[src/rtl/culsans_pkg.sv]
// culsans_pkg: shared types and constants for the Culsans coherent interconnect slice.
//
// Contents:
//   - AXI/ACE channel structs and the req_t/resp_t bundles used on core ports.
//   - ariane_cfg_t and the default SoC configuration ArianeSocCfg.
//   - ACE snoop/domain encodings and the FSM state type used by culsans_ace_tagger.
//   - in_region(): half-open address range match.
package culsans_pkg;

    localparam int unsigned IdWidth   = 4;
    localparam int unsigned AddrWidth = 64;
    localparam int unsigned DataWidth = 64;

    typedef struct packed {
        logic [IdWidth-1:0]   id;
        logic [AddrWidth-1:0] addr;
        logic [7:0]           len;
        logic [2:0]           size;
        logic [1:0]           burst;
        logic                 lock;
        logic [3:0]           cache;
        logic [2:0]           prot;
        logic [2:0]           snoop;
        logic [1:0]           bar;
        logic [1:0]           domain;
        logic                 awunique;
    } aw_chan_t;

    typedef struct packed {
        logic [IdWidth-1:0]   id;
        logic [AddrWidth-1:0] addr;
        logic [7:0]           len;
        logic [2:0]           size;
        logic [1:0]           burst;
        logic                 lock;
        logic [3:0]           cache;
        logic [2:0]           prot;
        logic [3:0]           snoop;
        logic [1:0]           bar;
        logic [1:0]           domain;
    } ar_chan_t;

    typedef struct packed {
        logic [DataWidth-1:0]   data;
        logic [DataWidth/8-1:0] strb;
        logic                   last;
    } w_chan_t;

    typedef struct packed {
        logic [IdWidth-1:0] id;
        logic [1:0]         resp;
    } b_chan_t;

    typedef struct packed {
        logic [IdWidth-1:0]   id;
        logic [DataWidth-1:0] data;
        logic [1:0]           resp;
        logic                 last;
    } r_chan_t;

    typedef struct packed {
        aw_chan_t aw;
        logic     aw_valid;
        w_chan_t  w;
        logic     w_valid;
        logic     b_ready;
        ar_chan_t ar;
        logic     ar_valid;
        logic     r_ready;
    } req_t;

    typedef struct packed {
        logic    aw_ready;
        logic    ar_ready;
        logic    w_ready;
        logic    b_valid;
        b_chan_t b;
        logic    r_valid;
        r_chan_t r;
    } resp_t;

    typedef struct packed {
        logic [63:0] SharedRegionAddrBase;
        logic [63:0] SharedRegionLength;
        logic [63:0] CachedRegionAddrBase;
        logic [63:0] CachedRegionLength;
    } ariane_cfg_t;

    localparam ariane_cfg_t ArianeSocCfg = '{
        SharedRegionAddrBase: 64'h0000_0000_8000_0000,
        SharedRegionLength:   64'h0000_0000_0008_0000,
        CachedRegionAddrBase: 64'h0000_0000_8006_0000,
        CachedRegionLength:   64'h0000_0000_0004_0000
    };

    // ACE encodings
    localparam logic [3:0] READ_NO_SNOOP       = 4'b0000;
    localparam logic [3:0] READ_SHARED         = 4'b0001;
    localparam logic [2:0] WRITE_NO_SNOOP      = 3'b000;
    localparam logic [2:0] WRITE_UNIQUE        = 3'b000;
    localparam logic [1:0] DOMAIN_NONSHAREABLE = 2'b00;
    localparam logic [1:0] DOMAIN_INNER        = 2'b01;

    typedef enum logic [1:0] {
        StRun   = 2'd0,
        StDrain = 2'd1,
        StDone  = 2'd2
    } tagger_state_t;

    // Half-open match base <= addr < base + len, written so base + len cannot wrap.
    function automatic logic in_region(input logic [63:0] addr, input logic [63:0] base,
                                       input logic [63:0] len);
        return (addr >= base) && ((addr - base) < len);
    endfunction

endpackage

[src/rtl/culsans_txn_counter.sv]
// culsans_txn_counter: saturating up/down counter of outstanding transactions.
//
// Ports:
//   clk_i, rst_ni  clock, synchronous active-low reset
//   inc_i          a transaction was issued this cycle
//   dec_i          a transaction completed this cycle
//   count_o        current number of outstanding transactions
//   full_o         count_o == MaxTxn
module culsans_txn_counter #(
    parameter int unsigned MaxTxn = 8,
    localparam int unsigned CntW  = $clog2(MaxTxn + 1)
) (
    input  logic            clk_i,
    input  logic            rst_ni,
    input  logic            inc_i,
    input  logic            dec_i,
    output logic [CntW-1:0] count_o,
    output logic            full_o
);

    logic [CntW-1:0] count_d, count_q;

    assign count_o = count_q;
    assign full_o  = (count_q == CntW'(MaxTxn));

    // Simultaneous inc/dec cancel; an illegal step holds the count instead of wrapping.
    always_comb begin
        count_d = count_q;
        if (inc_i && !dec_i) begin
            if (!full_o) count_d = count_q + CntW'(1);
        end else if (dec_i && !inc_i) begin
            if (count_q != '0) count_d = count_q - CntW'(1);
        end
    end

    always_ff @(posedge clk_i) begin
        if (!rst_ni) begin
            count_q <= '0;
        end else begin
            count_q <= count_d;
            assert (!(inc_i && !dec_i && full_o));
            assert (!(dec_i && !inc_i && (count_q == '0)));
        end
    end

endmodule

[src/rtl/culsans_ace_tagger.sv]
// culsans_ace_tagger: per-core AXI-to-ACE request shaper.
//
// Tags AR/AW with ACE snoop/domain/bar/awunique from the shared and cached regions,
// tracks outstanding reads and writes, throttles at MaxTxn and drains the port on flush.
//
// Ports:
//   clk_i, rst_ni       clock, synchronous active-low reset
//   slv_req_i/_resp_o   core-side AXI port (incoming ACE fields ignored)
//   mst_req_o/_resp_i   crossbar-side ACE port
//   flush_i             level request to quiesce the port
//   flush_done_o        high while drained and blocked
//   rd_outstanding_o    reads issued without their last R beat
//   wr_outstanding_o    writes issued without their B response
module culsans_ace_tagger import culsans_pkg::*; #(
    parameter ariane_cfg_t ArianeCfg = ArianeSocCfg,
    parameter int unsigned MaxTxn    = 8
) (
    input  logic                         clk_i,
    input  logic                         rst_ni,
    input  req_t                         slv_req_i,
    output resp_t                        slv_resp_o,
    output req_t                         mst_req_o,
    input  resp_t                        mst_resp_i,
    input  logic                         flush_i,
    output logic                         flush_done_o,
    output logic [$clog2(MaxTxn+1)-1:0]  rd_outstanding_o,
    output logic [$clog2(MaxTxn+1)-1:0]  wr_outstanding_o
);

    localparam int unsigned CntW = $clog2(MaxTxn + 1);

    tagger_state_t state_d, state_q;
    logic          ar_pend_d, ar_pend_q, aw_pend_d, aw_pend_q;
    logic          ar_coherent, aw_coherent;
    logic          ar_gate, aw_gate;
    logic          ar_fire, aw_fire, r_last_fire, b_fire;
    logic          rd_full, wr_full;
    logic          rd_idle_next, wr_idle_next, drained;
    logic [CntW-1:0] rd_count, wr_count;

    assign ar_coherent =
        in_region(slv_req_i.ar.addr, ArianeCfg.SharedRegionAddrBase, ArianeCfg.SharedRegionLength)
        && in_region(slv_req_i.ar.addr, ArianeCfg.CachedRegionAddrBase,
                     ArianeCfg.CachedRegionLength);
    assign aw_coherent =
        in_region(slv_req_i.aw.addr, ArianeCfg.SharedRegionAddrBase, ArianeCfg.SharedRegionLength)
        && in_region(slv_req_i.aw.addr, ArianeCfg.CachedRegionAddrBase,
                     ArianeCfg.CachedRegionLength);

    // A request already presented downstream must stay up until accepted.
    assign ar_gate = !ar_pend_q && (rd_full || (state_q != StRun));
    assign aw_gate = !aw_pend_q && (wr_full || (state_q != StRun));

    assign ar_fire     = slv_req_i.ar_valid && !ar_gate && mst_resp_i.ar_ready;
    assign aw_fire     = slv_req_i.aw_valid && !aw_gate && mst_resp_i.aw_ready;
    assign r_last_fire = mst_resp_i.r_valid && slv_req_i.r_ready && mst_resp_i.r.last;
    assign b_fire      = mst_resp_i.b_valid && slv_req_i.b_ready;

    assign ar_pend_d = slv_req_i.ar_valid && !ar_gate && !mst_resp_i.ar_ready;
    assign aw_pend_d = slv_req_i.aw_valid && !aw_gate && !mst_resp_i.aw_ready;

    always_comb begin
        mst_req_o             = slv_req_i;
        mst_req_o.ar.snoop    = ar_coherent ? READ_SHARED : READ_NO_SNOOP;
        mst_req_o.ar.domain   = ar_coherent ? DOMAIN_INNER : DOMAIN_NONSHAREABLE;
        mst_req_o.ar.bar      = 2'b00;
        mst_req_o.aw.snoop    = aw_coherent ? WRITE_UNIQUE : WRITE_NO_SNOOP;
        mst_req_o.aw.domain   = aw_coherent ? DOMAIN_INNER : DOMAIN_NONSHAREABLE;
        mst_req_o.aw.bar      = 2'b00;
        mst_req_o.aw.awunique = 1'b0;
        mst_req_o.ar_valid    = slv_req_i.ar_valid && !ar_gate;
        mst_req_o.aw_valid    = slv_req_i.aw_valid && !aw_gate;

        slv_resp_o            = mst_resp_i;
        slv_resp_o.ar_ready   = mst_resp_i.ar_ready && !ar_gate;
        slv_resp_o.aw_ready   = mst_resp_i.aw_ready && !aw_gate;
    end

    culsans_txn_counter #(
        .MaxTxn (MaxTxn)
    ) i_rd_counter (
        .clk_i   (clk_i),
        .rst_ni  (rst_ni),
        .inc_i   (ar_fire),
        .dec_i   (r_last_fire),
        .count_o (rd_count),
        .full_o  (rd_full)
    );

    culsans_txn_counter #(
        .MaxTxn (MaxTxn)
    ) i_wr_counter (
        .clk_i   (clk_i),
        .rst_ni  (rst_ni),
        .inc_i   (aw_fire),
        .dec_i   (b_fire),
        .count_o (wr_count),
        .full_o  (wr_full)
    );

    // Drain completion looks at next-cycle counts so DONE follows the last response by one cycle.
    assign rd_idle_next = !ar_fire &&
                          ((rd_count == '0) || ((rd_count == CntW'(1)) && r_last_fire));
    assign wr_idle_next = !aw_fire &&
                          ((wr_count == '0) || ((wr_count == CntW'(1)) && b_fire));
    assign drained      = rd_idle_next && wr_idle_next && !ar_pend_d && !aw_pend_d;

    always_comb begin
        state_d = state_q;
        case (state_q)
            StRun:   if (flush_i) state_d = StDrain;
            StDrain: begin
                if (!flush_i)     state_d = StRun;
                else if (drained) state_d = StDone;
            end
            StDone:  if (!flush_i) state_d = StRun;
            default: state_d = StRun;
        endcase
    end

    always_ff @(posedge clk_i) begin
        if (!rst_ni) begin
            state_q   <= StRun;
            ar_pend_q <= 1'b0;
            aw_pend_q <= 1'b0;
        end else begin
            state_q   <= state_d;
            ar_pend_q <= ar_pend_d;
            aw_pend_q <= aw_pend_d;
        end
    end

    assign flush_done_o     = (state_q == StDone);
    assign rd_outstanding_o = rd_count;
    assign wr_outstanding_o = wr_count;

endmodule

[config.mk]
export PLATFORM = sky130hd
export DESIGN_NAME = culsans_ace_tagger
export DESIGN_NICKNAME = d
export VERILOG_FILES = /design/src/rtl/culsans_pkg.sv /design/src/rtl/culsans_txn_counter.sv /design/src/rtl/culsans_ace_tagger.sv
export SDC_FILE = /design/constraint.sdc
export NUM_CORES = 1
export LEC_CHECK = 0
export ABC_AREA = 1
export CORE_AREA = 2 2 283 285
export DETAILED_ROUTE_END_ITERATION = 8
export DIE_AREA = 0 0 285 287
export PLACE_DENSITY_LB_ADDON = 0.15
export SETUP_SLACK_MARGIN = 0.1
export SLEW_MARGIN = 20
export SYNTH_ARGS = -nofsm -noshare
export SYNTH_HDL_FRONTEND = slang
export SYNTH_HIERARCHICAL = 1
export SYNTH_SLANG_ARGS = --single-unit
[constraint.sdc]
create_clock -name clk_i -period 5.89 [get_ports clk_i]
set_input_delay 1.178 -clock clk_i [delete_from_list [all_inputs] [get_ports clk_i]]
set_output_delay 1.178 -clock clk_i [all_outputs]
set_load 0.05 [all_outputs]
# Yosys cells after proc, flatten, opt, wreduce, memory -nomap -nowiden
# Cells that the tools add are included.
# word_totals
register_bits	12
in_bits	357
# op_classes
n_addsub	8
n_reduce_logical	59
muxes	16
n_lt_le_gt_ge	8
eq_ne	11
# op_table
cell	count
64-bit by 32-bit greater-or-equal comparator with 1-bit output (second input constant)	4
64-bit by 32-bit subtractor with 64-bit output (second input constant)	4
64-bit by 19-bit < comparator with 1-bit output (second input constant)	2
64-bit by 20-bit < comparator with 1-bit output (second input constant)	2
4-bit 2-to-1 mux	8
1-bit logical AND	30
1-bit zero test	12
2-bit nonzero test	5
3-bit AND reduction	3
4-bit by 1-bit adder with 4-bit output (second input constant)	2
4-bit by 1-bit == test with 1-bit output (second input constant)	2
4-bit == test (second input constant)	2
4-bit zero test	2
2-bit 2-to-1 mux	4
2-bit inequality test (second input constant)	4
4-bit nonzero test	2
4-bit by 1-bit subtractor with 4-bit output (second input constant)	2
2-bit case mux with 3 select lines	1
1-bit logical OR	4
1-bit 2-to-1 mux	3
3-bit inequality test (second input constant)	1
2-bit by 1-bit == test with 1-bit output (second input constant)	1
2-bit == test (second input constant)	1
2-bit zero test	1

# Longest topological paths before layout
# logic_depth
depth_word	14
ltp_mapped	17
depth_no_buf	16

# Modules after synthesis
# The synthesis kept the hierarchy.
# modules_own_cells
mod	area_per_inst_um2	n_inst	seq_area_each_um2	cells_each
culsans_ace_tagger	7259.5	1	80.1	1392
culsans_txn_counter	327.8	2	80.1	48

# Worst setup path after synthesis
# OpenSTA, ideal clock, no wires.
# synth_timing
kind	input port to output port
from	input slv_req_i[63] (netlist name)
to	output mst_req_o[2] (netlist name)
slack_ns	1.929
cell_stages	15
required_time_ns	4.712
arrival_time_ns	2.783
n_path_buf	1
path_cell_list	inv_1 -> ha_1 -> nand2_4 -> nor2_8 -> nand2_2 -> a21oi_1 -> nand2_1 -> nor2_1 -> nand2_1 -> nor2_1 -> nand2_1 -> nor2_1 -> nand2_1 -> nor2_2 -> buf_4
# synth_lines
item	line_no	text
start, declared	culsans_ace_tagger.sv:20	input req_t slv_req_i,
end, declared	culsans_ace_tagger.sv:22	output req_t mst_req_o,

==> results.md <==
* Post-CTS Setup Bufs at 0
* Setup violators final at 0
* Final Max Tran Viols at 0
* Worst R2R Start: i_rd_counter/count_o[3]
* Power density cells at between 100 and 150 nW/um2
* Final Non-Filler Cells at about 2500
* IO Pins at a little over 700
* Clk_lat worst skew at ~240 ps
* R2R cell count at 13
* Number of core rows at roughly 100
* Sequential share of the synthesized area at 3.04%
* Grt ovf at 0
* Post-synth cell types at 32
* RSZ-0062 raised after global routing: no
* Die X at around 290 um
* Tcrit/Tclk final at 87.9%
* Final setup skew at 4.55 ps
* Worst reg2reg path endpoint: i_rd_counter/count_o[3]
* Worst EP arrival at about 4000 ps
* Max-cap check violation count at 0
* Drc violations at 0
* WL/cell at between 15 and 20 um
* Initial antenna violation count at 1
* Worst Tran Pin Value at 590 ps
* P_int at about 480 uW
* Share of layout cells above drive strength 1 at ~5.6%
* Clock Root Buffer: clkbuf_16
* Sw Share at about 55%
* Antenna viol nets, final at 0
* Kind of critical path: input port to primary output
* Drt pass-1 iters at 5
* Worst IR Drop VDD at about 0.00012 V
* Leak at roughly 4 nW
* Hold Slack at around 560 ps
* Vias/cell at about 3.3
* Clk sink count at 12
* Fin crit period at between 5000 and 6000 ps
* Register-to-Register Setup Slack at approximately 3400 ps
* Cts bufs inserted at 3
* Final Hold Fails at 0
* Clock share of power at 13.2%
* Required time worst endpoint at 4710 ps
* GP Congestion at about 0.84
* Synth warn at 6
* Startpoint types: input port
* Die area at between 80000 and 90000 um2
* TritonCTS clock tree: built
* Status: completed
* Gate power share at roughly 76%
* Vias in the first global route at a little over 8000
* Bufs on Longest Clock Path at 2
* Worst Setup SP: slv_req_i[70]
* Cts-stage hold buffer count at 0
* Critical Path End Type: primary output
* Min-Delay Path Class: register to register
* Layout area overhead at 18.7%
* Synth Instances at 1488
* Global-route wire length before repair at roughly 53000 um
* Initial Util at 10.1%
* Fillers at about 9400
* Achievable Freq at roughly 0.19 GHz
* H-Tree Depth at 1
* Avg Synthesized Cell Area at about 5.3 um2
* All-layer global routing usage at ~8.6%
* Worst-path clk slew at 50 ps
* Resize count post-CTS at 0
* Setup_tns at 0 ps
* Nets at 1797
* FF+latch count, synth at 12
* Via count at slightly above 8000
* Inst Count DP at approximately 2500
* Die height at 287 um
* Final WL at ~37000 um
* Seq pwr share at roughly 11%
* DRT iter0 DRCs at between 400 and 500
* Largest net degree at the start of global routing at 12
* Hold Path Origin: state_q[1]
* Final total power at approximately 1.1 mW
* Max-slew headroom at 60.6%
* Port bufs at about 250
* Area of the core at 78600 um2
* Crit path max fanout at 7
* Post-Syn Area at approximately 7900 um2
* Crit path to: mst_req_o[2]
* NetSw at between 600 and 700 uW
* Dpl hpwl at about 34000 um
==> routing by layer <==
metal / up-vias / share of wire [%] / global-route usage [%]
met1: 3532 / 43 / 10.8
met2: 316 / 46 / 14.0
li1: 4101 / - / -
met5: - / 0.52 / 1.69
met3: 110 / 8.6 / 2.80
met4: 6 / 2.7 / 2.29
==> power groups by stage <==
| stage | logic (mW) | clock network (mW) | registers [mW] |
|---|---|---|---|
| finish | 0.819 | 0.143 | 0.121 |
| global route | 0.893 | 0.150 | 0.125 |
| CTS | 0.832 | 0.147 | 0.122 |
| detailed placement | 0.827 | 0 | 0.123 |
| global placement | 0.831 | 0 | 0.125 |
| floorplan | 0.911 | 0 | 0.158 |
==> state kept, by name (all words and copies together) (netlist names) <==
register and count:
i_rd_counter/count_o 4, i_wr_counter/count_o 4, state_q 2, ar_pend_q 1, aw_pend_q 1
==> through the flow <==
step           setup WS, ps  area [um2]  util (%)
6_report                712        9400      12.0
5_1_grt                 418        9400      12.0
4_1_cts                 685        9400      12.0
3_5_place_dp            683        9310      11.8
3_3_place_gp            663        9310      11.8
2_1_floorplan          1930        7960         -
==> worst min path at each step <==
stage / to / cells past startpoint / slack (ps)
after CTS: state_q[0] / 3 / 560
final: state_q[0] / 3 / 560
after floorplan: state_q[0] / 3 / 510
after global routing: i_wr_counter/count_o[2] / 2 / 600
after detailed placement: state_q[0] / 3 / 550
after global placement: state_q[0] / 3 / 540
==> cells in the mapped netlist (all sizes together) <==
master,count,share of area [%]
a21boi,1,0.095
nor2,278,15
buf,350,33
or2,3,0.24
o41ai,1,0.11
nor3,16,1.0
nand4,32,2.5
nor4b,1,0.11
clkinv,3,0.14
a21oi,14,0.89
and2,4,0.32
xor2,15,1.7
xnor2,6,0.66
nand2,436,22
inv,163,7.7
nand3,83,5.2
fa,2,0.51
ha,14,2.2
dfxtp,12,3.0
o21ai,37,2.3
conb,1,0.047
nor4,1,0.079
nand3b,11,1.0
o21bai,4,0.38
==> kinds of logic (layout without fill, tap and decap cells) <==
kind of cell    after synthesis  after routing  share of synthesized area, %
compound gates               57             57                          3.81
xor+xnor                     21             21                          2.32
fa+ha+maj                    16             16                          2.72
buf+inv                     516            439                          41.1
flops                        12             12                          3.04
other cells                   1             14                        0.0474
simple gates                865            865                          47.0
==> cell usage in the layout (no fill, tap or decap), types with 4 or more instances in the layout <==
master	instances
nor2_4	8
nand2_4	7
clkdlybuf4s50_1	251
o21bai_1	4
inv_2	16
nor2_2	13
ha_1	14
inv_1	147
nor3_1	16
nand2_2	10
and2_1	4
nand3b_1	11
nand4_1	32
xor2_1	15
o21ai_1	15
buf_4	17
xnor2_1	6
a21oi_1	14
nand3_1	83
conb_1	13
nor2_1	255
o21ai_0	22
dfxtp_1	12
nand2_1	419
==> critical path: stages <==
cell	delay, ps
clkdlybuf4s50_1	570
nor2_1	320
nand2_1	150
nor2_2	240
nand2_1	160
nor3_1	390
nand2_1	120
nand2_1	90
nand4_1	80
nor2_1	100
nand2_1	70
nor2_2	260
buf_4	260
==> final cells by class <==
type / count / area (um2) / area share, %
tap: 1050 / 1310 / 14.0
clock buffer: 4 / 88.8 / 0.945
sequential: 12 / 240 / 2.56
timing repair buffer: 269 / 2660 / 28.3
inverter: 166 / 623 / 6.63
multi-input combinational: 972 / 4470 / 47.6
antenna: 1 / 2.50 / 0.0266
Note: power is estimated with default switching activity, not from simulation.
